## config.mk

```make
export PLATFORM = sky130hd
export DESIGN_NAME = lsu_ram_2way_flat
export DESIGN_NICKNAME = d
export VERILOG_FILES = /design/src/rtl/lsu_ram_2way_if.sv /design/src/rtl/lsu_ram_2way.sv /design/src/flat_wrapper.sv
export SDC_FILE = /design/constraint.sdc
export NUM_CORES = 1
export LEC_CHECK = 0
export ABC_CLOCK_PERIOD_IN_PS = 2700
export BUFFER_PORTS_ARGS = -buffer_cell sky130_fd_sc_hd__buf_4
export CAP_MARGIN = 20
export CORE_AREA = 2 2 134 136
export DETAILED_ROUTE_END_ITERATION = 10
export DIE_AREA = 0 0 136 138
export PLACE_DENSITY = 0.55
export SLEW_MARGIN = 30
export SYNTH_ARGS = -nofsm -noshare
export SYNTH_HDL_FRONTEND = slang
export SYNTH_SLANG_ARGS = --single-unit
```

## constraint.sdc

```tcl
create_clock -name clk -period 2.7 [get_ports clk]
set_clock_uncertainty 0.05 [all_clocks]
set_input_delay 0.405 -clock clk [delete_from_list [all_inputs] [get_ports clk]]
set_output_delay 0.405 -clock clk [all_outputs]
set_load 0.02 [all_outputs]
```

## src/rtl/lsu_ram_2way_if.sv

```systemverilog
// Signal bundle between the load/store unit, the execute stage and the two-way data RAM.
// The master modport is the LSU side; slave is the execute-stage/RAM environment.
interface lsu_ram_2way_if #(
    parameter int ADDR_WIDTH = 32
) ();
    logic                  ls_req;
    logic                  ls_ready;
    logic                  ls_we;
    logic [1:0]            ls_size;
    logic                  ls_unsigned;
    logic [ADDR_WIDTH-1:0] ls_addr;
    logic [31:0]           ls_wdata;
    logic                  ls_rvalid;
    logic [31:0]           ls_rdata;
    logic                  ls_err;

    logic                  ram_req;
    logic                  ram_we;
    logic [3:0]            ram_be;
    logic [ADDR_WIDTH-1:0] ram_addr;
    logic [31:0]           ram_wdata;
    logic                  ram_rvalid;
    logic [31:0]           ram_rdata;
    logic                  ram_err;

    modport master (
        input  ls_req, ls_we, ls_size, ls_unsigned, ls_addr, ls_wdata,
        input  ram_rvalid, ram_rdata, ram_err,
        output ls_ready, ls_rvalid, ls_rdata, ls_err,
        output ram_req, ram_we, ram_be, ram_addr, ram_wdata
    );

    modport slave (
        output ls_req, ls_we, ls_size, ls_unsigned, ls_addr, ls_wdata,
        output ram_rvalid, ram_rdata, ram_err,
        input  ls_ready, ls_rvalid, ls_rdata, ls_err,
        input  ram_req, ram_we, ram_be, ram_addr, ram_wdata
    );
endinterface

```

## src/rtl/lsu_ram_2way.sv

```systemverilog
// Load/store unit: aligns one byte/half/word access onto the 32-bit data RAM bus,
// waits for the response with an optional timeout and returns extended load data.
//
// state | meaning
// IDLE  | ready for a new access
// REQ   | ram_req asserted for this single cycle
// WAIT  | waiting for ram_rvalid, timeout counter running
// RESP  | ls_rvalid pulse with result or error
module lsu_ram_2way #(
    parameter int ADDR_WIDTH     = 32,
    parameter int TIMEOUT_CYCLES = 16
) (
    input  logic            clk,
    input  logic            reset,
    lsu_ram_2way_if.master  bus
);
    localparam int CW = (TIMEOUT_CYCLES > 2) ? $clog2(TIMEOUT_CYCLES) : 1;
    localparam logic [CW-1:0] CNT_LAST = CW'(TIMEOUT_CYCLES - 1);

    typedef enum logic [1:0] {IDLE, REQ, WAIT, RESP} state_t;

    state_t                state_q, state_d;
    logic                  we_q, we_d;
    logic [1:0]            size_q, size_d;
    logic [1:0]            off_q, off_d;
    logic                  uns_q, uns_d;
    logic [CW-1:0]         cnt_q, cnt_d;

    logic                  ram_req_q, ram_req_d;
    logic                  ram_we_q, ram_we_d;
    logic [3:0]            ram_be_q, ram_be_d;
    logic [ADDR_WIDTH-1:0] ram_addr_q, ram_addr_d;
    logic [31:0]           ram_wdata_q, ram_wdata_d;
    logic                  ls_rvalid_q, ls_rvalid_d;
    logic [31:0]           ls_rdata_q, ls_rdata_d;
    logic                  ls_err_q, ls_err_d;

    logic                  misaligned;
    logic [3:0]            be_new;
    logic [31:0]           wdata_new;

    function automatic logic [31:0] load_fmt(input logic [31:0] word, input logic [1:0] off,
                                             input logic [1:0] size, input logic uns);
        logic [31:0] sh;
        sh = word >> {off, 3'b000};
        case (size)
            2'b00:   return uns ? {24'h0, sh[7:0]}  : {{24{sh[7]}}, sh[7:0]};
            2'b01:   return uns ? {16'h0, sh[15:0]} : {{16{sh[15]}}, sh[15:0]};
            default: return word;
        endcase
    endfunction

    always_comb begin
        misaligned = (bus.ls_size == 2'b11)
                   | ((bus.ls_size == 2'b01) & bus.ls_addr[0])
                   | ((bus.ls_size == 2'b10) & (bus.ls_addr[1:0] != 2'b00));
        case (bus.ls_size)
            2'b00:   begin be_new = 4'b0001 << bus.ls_addr[1:0]; wdata_new = {4{bus.ls_wdata[7:0]}};  end
            2'b01:   begin be_new = 4'b0011 << bus.ls_addr[1:0]; wdata_new = {2{bus.ls_wdata[15:0]}}; end
            default: begin be_new = 4'b1111;                      wdata_new = bus.ls_wdata;             end
        endcase
    end

    always_comb begin
        state_d     = state_q;
        we_d        = we_q;
        size_d      = size_q;
        off_d       = off_q;
        uns_d       = uns_q;
        cnt_d       = cnt_q;
        ram_req_d   = 1'b0;
        ram_we_d    = ram_we_q;
        ram_be_d    = ram_be_q;
        ram_addr_d  = ram_addr_q;
        ram_wdata_d = ram_wdata_q;
        ls_rvalid_d = 1'b0;
        ls_rdata_d  = 32'h0;
        ls_err_d    = 1'b0;

        case (state_q)
            IDLE: begin
                cnt_d = '0;
                if (bus.ls_req) begin
                    we_d   = bus.ls_we;
                    size_d = bus.ls_size;
                    off_d  = bus.ls_addr[1:0];
                    uns_d  = bus.ls_unsigned;
                    if (misaligned) begin
                        state_d     = RESP;
                        ls_rvalid_d = 1'b1;
                        ls_err_d    = 1'b1;
                    end else begin
                        state_d     = REQ;
                        ram_req_d   = 1'b1;
                        ram_we_d    = bus.ls_we;
                        ram_be_d    = be_new;
                        ram_addr_d  = {bus.ls_addr[ADDR_WIDTH-1:2], 2'b00};
                        ram_wdata_d = wdata_new;
                    end
                end
            end
            REQ, WAIT: begin
                if (bus.ram_rvalid) begin
                    state_d     = RESP;
                    ls_rvalid_d = 1'b1;
                    ls_err_d    = bus.ram_err;
                    ls_rdata_d  = (bus.ram_err | we_q) ? 32'h0
                                : load_fmt(bus.ram_rdata, off_q, size_q, uns_q);
                end else if (state_q == REQ) begin
                    state_d = WAIT;
                end else if ((TIMEOUT_CYCLES != 0) && (cnt_q == CNT_LAST)) begin
                    state_d     = RESP;
                    ls_rvalid_d = 1'b1;
                    ls_err_d    = 1'b1;
                end
                if (state_q == WAIT) begin
                    cnt_d = cnt_q + 1'b1;
                end
            end
            RESP: begin
                state_d = IDLE;
            end
            default: begin
                state_d = IDLE;
            end
        endcase
    end

    always_ff @(posedge clk) begin
        if (!reset) begin
            state_q     <= IDLE;
            we_q        <= 1'b0;
            size_q      <= 2'b00;
            off_q       <= 2'b00;
            uns_q       <= 1'b0;
            cnt_q       <= '0;
            ram_req_q   <= 1'b0;
            ram_we_q    <= 1'b0;
            ram_be_q    <= 4'h0;
            ram_addr_q  <= '0;
            ram_wdata_q <= 32'h0;
            ls_rvalid_q <= 1'b0;
            ls_rdata_q  <= 32'h0;
            ls_err_q    <= 1'b0;
        end else begin
            state_q     <= state_d;
            we_q        <= we_d;
            size_q      <= size_d;
            off_q       <= off_d;
            uns_q       <= uns_d;
            cnt_q       <= cnt_d;
            ram_req_q   <= ram_req_d;
            ram_we_q    <= ram_we_d;
            ram_be_q    <= ram_be_d;
            ram_addr_q  <= ram_addr_d;
            ram_wdata_q <= ram_wdata_d;
            ls_rvalid_q <= ls_rvalid_d;
            ls_rdata_q  <= ls_rdata_d;
            ls_err_q    <= ls_err_d;
        end
    end

    // Not ready while reset is held, even though the state register already reads IDLE.
    assign bus.ls_ready  = (state_q == IDLE) & reset;
    assign bus.ls_rvalid = ls_rvalid_q;
    assign bus.ls_rdata  = ls_rdata_q;
    assign bus.ls_err    = ls_err_q;
    assign bus.ram_req   = ram_req_q;
    assign bus.ram_we    = ram_we_q;
    assign bus.ram_be    = ram_be_q;
    assign bus.ram_addr  = ram_addr_q;
    assign bus.ram_wdata = ram_wdata_q;
endmodule
```

## src/flat_wrapper.sv

```systemverilog
// flat-port wrapper written by rule: the top's interface ports become plain ports
module lsu_ram_2way_flat 
#(
    parameter int ADDR_WIDTH     = 32,
    parameter int TIMEOUT_CYCLES = 16
)
  (clk, reset, bus_ls_req, bus_ls_we, bus_ls_size, bus_ls_unsigned, bus_ls_addr, bus_ls_wdata, bus_ram_rvalid, bus_ram_rdata, bus_ram_err, bus_ls_ready, bus_ls_rvalid, bus_ls_rdata, bus_ls_err, bus_ram_req, bus_ram_we, bus_ram_be, bus_ram_addr, bus_ram_wdata);
  lsu_ram_2way_if #(.ADDR_WIDTH(ADDR_WIDTH)) bus_i ();
  input  logic clk;
  input  logic reset;
  input wire logic [$bits(bus_i.ls_req)-1:0] bus_ls_req;
  input wire logic [$bits(bus_i.ls_we)-1:0] bus_ls_we;
  input wire logic [$bits(bus_i.ls_size)-1:0] bus_ls_size;
  input wire logic [$bits(bus_i.ls_unsigned)-1:0] bus_ls_unsigned;
  input wire logic [$bits(bus_i.ls_addr)-1:0] bus_ls_addr;
  input wire logic [$bits(bus_i.ls_wdata)-1:0] bus_ls_wdata;
  input wire logic [$bits(bus_i.ram_rvalid)-1:0] bus_ram_rvalid;
  input wire logic [$bits(bus_i.ram_rdata)-1:0] bus_ram_rdata;
  input wire logic [$bits(bus_i.ram_err)-1:0] bus_ram_err;
  output wire logic [$bits(bus_i.ls_ready)-1:0] bus_ls_ready;
  output wire logic [$bits(bus_i.ls_rvalid)-1:0] bus_ls_rvalid;
  output wire logic [$bits(bus_i.ls_rdata)-1:0] bus_ls_rdata;
  output wire logic [$bits(bus_i.ls_err)-1:0] bus_ls_err;
  output wire logic [$bits(bus_i.ram_req)-1:0] bus_ram_req;
  output wire logic [$bits(bus_i.ram_we)-1:0] bus_ram_we;
  output wire logic [$bits(bus_i.ram_be)-1:0] bus_ram_be;
  output wire logic [$bits(bus_i.ram_addr)-1:0] bus_ram_addr;
  output wire logic [$bits(bus_i.ram_wdata)-1:0] bus_ram_wdata;
  assign bus_i.ls_req = bus_ls_req;
  assign bus_i.ls_we = bus_ls_we;
  assign bus_i.ls_size = bus_ls_size;
  assign bus_i.ls_unsigned = bus_ls_unsigned;
  assign bus_i.ls_addr = bus_ls_addr;
  assign bus_i.ls_wdata = bus_ls_wdata;
  assign bus_i.ram_rvalid = bus_ram_rvalid;
  assign bus_i.ram_rdata = bus_ram_rdata;
  assign bus_i.ram_err = bus_ram_err;
  assign bus_ls_ready = bus_i.ls_ready;
  assign bus_ls_rvalid = bus_i.ls_rvalid;
  assign bus_ls_rdata = bus_i.ls_rdata;
  assign bus_ls_err = bus_i.ls_err;
  assign bus_ram_req = bus_i.ram_req;
  assign bus_ram_we = bus_i.ram_we;
  assign bus_ram_be = bus_i.ram_be;
  assign bus_ram_addr = bus_i.ram_addr;
  assign bus_ram_wdata = bus_i.ram_wdata;
  lsu_ram_2way #(.ADDR_WIDTH(ADDR_WIDTH), .TIMEOUT_CYCLES(TIMEOUT_CYCLES)) u_core (.clk(clk), .reset(reset), .bus(bus_i));
endmodule
```

==> run_results.csv, run 1 <==
group,metric,value,unit
placed_design,port_buffers,207,
die,die_h,138,um
yosys,synthMuxAreaShare,0.1455,
die,core,17530,sq um
critical_path,worstPathArrival,2.64,ns
critical_path,critPathKind,"reg -> reg",
die,num_rows,49,
drt,wire_per_inst,16.26,um
yosys,synth-compound-area-share,0.1833,
cts,cts.sinks,114,
yosys,synth_seq_cells,114,
grt,grt_first_pass_wirelength,25760,um
placed_design,dp_hpwl,12050,um
timing,slew_viol_final,0,
yosys,syn_area,5125,sq um
yosys,synth_xor_area_frac,0,
die,io_pins,210,
grt,track_usage,0.1743,
placed_design,routabilityCongestion,0.8124,
timing,final-hold-violation-count,0,
yosys,yosys.area_share.simple,0.1582,
cts,clkLatencyLatePin,0.41,ns
timing,worst_slew_pin_slew,0.6339,ns
critical_path,start_kind,"flop",
grt,grt_overflow,0,
flow_run,cap_viol_max_count,0,
cts,cts-htree-levels,4,
cts,cts_hold_buf,0,
power,p_leak,0.003481,uW
cts,cts_resized,0,
timing,setup-tns-final,0,ns
yosys,synthFlopType,"dfxtp_1",
cts,clk_pin_slew,0.05,ns
yosys,synthAdderAreaFrac,0.01465,
cts,numCtsBuffers,17,
die,initial_utilization,0.2923,
die,die_area,18770,sq um
yosys,synth_area_leaders,"dfxtp_1 (45%), mux2i_1 (14%), nand2_1 (8.3%)",
layout,layout_common_cells,"buf_4 (217), dfxtp_1 (114), nand2_1 (113), mux2i_1 (73), o21ai_0 (43)",
yosys,synth-edff-count,0,
timing,min_period_over_period,0.8682,
yosys,synth_top_area_share,0.4453,
cts,cts_tree,"done",
layout,area_growth_syn_to_layout,44.07,%
critical_path,crit_start,"u_core.state_q[0]",
drt,drt_iter0_markers,178,
layout,finalNetCount,878,
grt,antenna_found_initial,0,
critical_path,r2r_start,"u_core.state_q[0]",
drt,antenna_left,0,
yosys,syn_avg_cell_area,8.867,sq um
yosys,synth_cells,578,
yosys,synth_top_area_cell,"dfxtp_1",
yosys,synth_top_family_by_area,"compound AO/OA/AOI/OAI gates",
layout,fin_cells,1007,
critical_path,r2r_setup_slack,0.36,ns
cts,post-cts-setup-buffers,0,
power,finalPower,5951,uW
layout,final_util,0.4211,
outcome,outcome,"finished clean",
worst_hold_path,min_delay_path_depth,2,
timing,period_needed,2.344,ns
layout,final_common_cell,"buf_4",
critical_path,ff2ff_path_depth,6,
critical_path,cp.required,3.00,ns
timing,setup_violations,0,
drt,num_vias,4904,
worst_hold_path,hold_end,"u_core.bus.ls_rdata[18]",
critical_path,reg2reg_to,"u_core.bus.ls_rdata[25]",
critical_path,crit_fanout,16,
power,power_density,806.0,nW/um^2
placed_design,placedCellCount,977,
grt,first_global_vias,4927,
timing,fmax,426.6,MHz
yosys,yosysWarningCount,0,
power,ir_worst_vdd,0.5440,mV
drt,dr.pass1.iters,6,
timing,slew_headroom,0.5770,
critical_path,setup.worst_path.end_class,"flop",
worst_hold_path,min-delay-start,"bus_ram_rdata[18]",
yosys,synthArstFlopShare,0,
layout,drive_above_1_share,0.3290,
grt,grt_max_degree,68,
worst_hold_path,hold_path_class,"in -> reg",
cts,clock_path_buffers,2,
die,die_w,136,um
drt,drt_wl_total,16370,um
yosys,synthDistinctLibCells,43,
drt,drc,0,
yosys,yosysSeqAreaShare,0.4453,
drt,vias_per_cell,4.870,
cts,cts-root-buf,"clkbuf_16",
layout,antenna-diode-count,0,
timing,rsz0062_at_grt,"false",
-- per-stage QoR --
stage	worst slack, ns	instance area [sq um]	hold slack (ns)
after floorplan	0.7592	5129	0.3947
after global placement	0.4440	6824	0.3937
after detailed placement	0.3499	6824	0.3967
after CTS	0.3173	7383	0.1503
after global routing	0.1668	7383	0.1597
final	0.3559	7383	0.1703
-- layer usage --
metal | global-route usage | up-vias | wire [um]
met2 | 0.2753 | 196 | 7500
met5 | 0 | - | 0
li1 | - | 2409 | -
met1 | 0.2109 | 2272 | 6903
met4 | 0.06798 | 0 | 350
met3 | 0.07041 | 27 | 1614
-- cell usage after synthesis, drive strengths merged, types with 2 or more instances --
library cell and number:
nand2b 5, o21a 2, buf 20, nand2 113, clkbuf 29, mux2i 73
inv 5, nand4 17, clkinv 2, o221a 3, a31oi 2, o21ai 43
nor3 3, a21o 24, dfxtp 114, a211oi 8, a21oi 36, and2 3
nor2 23, o221ai 7, nand3 13, o211a 11, nor2b 3, ha 6
-- power breakdown --
group,internal (uW),switching (uW)
combinational,744,1030
clock,1360,779
sequential,1900,139
total,4010,1940
-- cell type report --
type / instances / area, sq um
Clock buffer: 20 / 446.7
Clock inverter: 10 / 112.6
Fill cell: 1787 / 10150
Inverter: 7 / 26.28
Multi-Input combinational cell: 409 / 2580
Sequential cell: 114 / 2282
Tap cell: 229 / 286.5
Timing Repair Buffer: 218 / 1649
-- cell families after synthesis --
group	after synthesis
compound gates	142
fa+ha+maj	6
buf+inv	56
flops	114
mux	74
other cells	1
simple gates	185
-- worst max-delay path by stage --
stage | to | cells after the start | slack (ns)
6_report | u_core.bus.ls_rdata[25] | 6 | 0.36
5_1_grt | u_core.bus.ls_rdata[20] | 6 | 0.17
4_1_cts | u_core.bus.ls_rdata[29] | 6 | 0.32
3_5_place_dp | u_core.bus.ls_rdata[29] | 6 | 0.35
3_3_place_gp | u_core.bus.ls_rdata[16] | 6 | 0.44
2_1_floorplan | u_core.bus.ls_rdata[22] | 8 | 0.76
-- critical path, stage by stage, from the launching register on --
cell	delay, ns
dfxtp_1	0.38
inv_1	0.10
ha_1	0.53
nand2_1	0.13
or3_1	0.36
nor2_2	0.51
a21o_1	0.21
-- flip-flops by register name, indices dropped and copies added, names as in the netlist --
register and count:
u_core.bus.ram_addr 30, u_core.cnt_q 4, u_core.off_q 2, u_core.we_q 1, u_core.bus.ram_be 4, u_core.bus.ls_err 1
u_core.bus.ls_rdata 32, u_core.bus.ram_we 1, u_core.uns_q 1, u_core.bus.ls_rvalid 1, u_core.bus.ram_wdata 32, u_core.bus.ram_req 1
u_core.state_q 2, u_core.size_q 2
Note: power is estimated with default switching activity, not from simulation.
==> inputs of run 2 (changes only) <==
--- a/config.mk
+++ b/config.mk
@@ -8,9 +8,9 @@
 export ABC_CLOCK_PERIOD_IN_PS = 2700
 export BUFFER_PORTS_ARGS = -buffer_cell sky130_fd_sc_hd__buf_4
 export CAP_MARGIN = 20
-export CORE_AREA = 2 2 134 136
+export CORE_AREA = 5 5 137 139
 export DETAILED_ROUTE_END_ITERATION = 10
-export DIE_AREA = 0 0 136 138
+export DIE_AREA = 0 0 142 144
 export PLACE_DENSITY = 0.55
 export SLEW_MARGIN = 30
 export SYNTH_ARGS = -nofsm -noshare
==> run_results.csv, run 2 (synthesized netlist as in run 1, its figures left out) <==
group,metric,value,unit
placed_design,dpl-instance-area,6809,sq um
timing,setup_violations,0,
worst_hold_path,hold_path_class,"in -> reg",
drt,drt_iter0_markers,185,
critical_path,critPathKind,"reg -> reg",
die,io_pins,210,
timing,min_period_over_period,0.8187,
timing,worst_slew_pin_slew,0.6604,ns
timing,rsz0062_at_grt,"false",
layout,final_common_cell,"buf_4",
placed_design,dp_hpwl,12510,um
drt,drc,0,
layout,multiInputGateArea,2580,sq um
timing,fmax,452.4,MHz
timing,slew_headroom,0.5593,
critical_path,start_kind,"flop",
layout,finalNetCount,876,
critical_path,path_depth,3,
die,num_rows,49,
drt,drt_wl_total,16540,um
critical_path,crit_fanout,17,
placed_design,routabilityCongestion,0.8451,
cts,cts-root-buf,"clkbuf_16",
grt,track_usage,0.1581,
drt,antenna_left,0,
power,finalPower,5857,uW
cts,cts_tree,"done",
critical_path,path_delay_family,"simple AND/OR/NAND/NOR gates",
timing,setup-tns-final,0,ns
cts,cts_hold_buf,0,
drt,vias_per_cell,4.814,
layout,drive_above_1_share,0.3290,
drt,dr.pass1.iters,5,
critical_path,cp_slowest_stage_delay,0.69,ns
cts,cts-htree-levels,4,
critical_path,worstPathArrival,2.50,ns
layout,register_area,2282,sq um
worst_hold_path,min_delay_path_depth,2,
timing,slew_viol_final,0,
critical_path,ff2ff_path_depth,3,
grt,grt_first_pass_wirelength,25650,um
critical_path,setup.worst_path.end_class,"flop",
drt,wire_per_inst,16.43,um
die,initial_utilization,0.2923,
layout,area_growth_syn_to_layout,43.55,%
layout,antenna-diode-count,0,
cts,clkLatencyLatePin,0.40,ns
grt,grt_overflow,0,
drt,num_vias,4848,
cts,numCtsBuffers,17,
cts,clock_path_buffers,2,
cts,cts_resized,0,
grt,first_global_vias,4950,
cts,clk_pin_slew,0.05,ns
cts,post-cts-setup-buffers,0,
layout,fillers,1783,
critical_path,cp_cell_sequence,"clkinv_1 -> nor2_2 -> a21o_1",
grt,antenna_found_initial,0,
die,die_w,142,um
layout,final_area,7357,sq um
layout,layout_common_cells,"buf_4 (215), dfxtp_1 (114), nand2_1 (113), mux2i_1 (73), o21ai_0 (43)",
die,core,17530,sq um
flow_run,cap_viol_max_count,0,
timing,period_needed,2.210,ns
critical_path,cp.required,2.99,ns
outcome,outcome,"finished clean",
timing,holdWs,0.1779,ns
critical_path,critPathBufInv,1,
grt,grt_max_degree,55,
timing,final-hold-violation-count,0,
die,die_area,20450,sq um
placed_design,port_buffers,207,
power,ir_worst_vdd,0.4322,mV
power,p_leak,0.003470,uW
power,power_density,796.1,nW/um^2
cts,cts.sinks,114,
critical_path,critPathSlowestCell,"nor2_2",
die,die_h,144,um
==> run 2: cell types whose count changed in the layout (fill, tap and decap cells not counted) <==
cell,delta
bufinv_16,-1
clkinv_2,+1
clkinvlp_4,-1
clkbuf_8,-1
buf_4,-2
clkinv_4,+4
==> run 2: per-layer routing <==
metal,track usage,part of all wire,up-vias
li1,-,-,2412
met2,0.2502,0.46,218
met4,0.05354,0.015,0
met1,0.1834,0.40,2197
met3,0.08499,0.13,21
met5,0,0,-
==> run 2: cell type report <==
type / instances / share of cell area
multi-input cells: 409 / 0.3507
clock inverters: 13 / 0.01565
inverters: 7 / 0.003571
repair buffers: 216 / 0.2221
clock buffers: 19 / 0.05884
well taps: 229 / 0.03895
flip-flops and latches: 114 / 0.3102
==> run 2: worst paths after layout <==
path	end	from	slack, ns
worst max register to register	u_core.bus.ls_rdata[18]	u_core.size_q[1]	0.49
worst min-delay path	u_core.bus.ls_rdata[28]	bus_ram_rdata[28]	0.18
worst max-delay path	u_core.bus.ls_rdata[18]	u_core.size_q[1]	0.49
worst min register to register	u_core.bus.ram_addr[23]	u_core.bus.ram_addr[23]	0.41
==> run 2: metrics by stage <==
step | utilization | instances | setup slack, ns
floorplan | - | 579 | 0.7592
global placement | 0.3883 | 975 | 0.6357
detailed placement | 0.3883 | 975 | 0.5089
CTS | 0.4196 | 1007 | 0.4924
global route | 0.4196 | 1007 | 0.2977
finish | 0.4196 | 1007 | 0.4896
==> run 2: where the power goes <==
part | internal [uW] | switching, uW
Combinational | 743 | 1030
Clock | 1260 | 788
Sequential | 1900 | 135
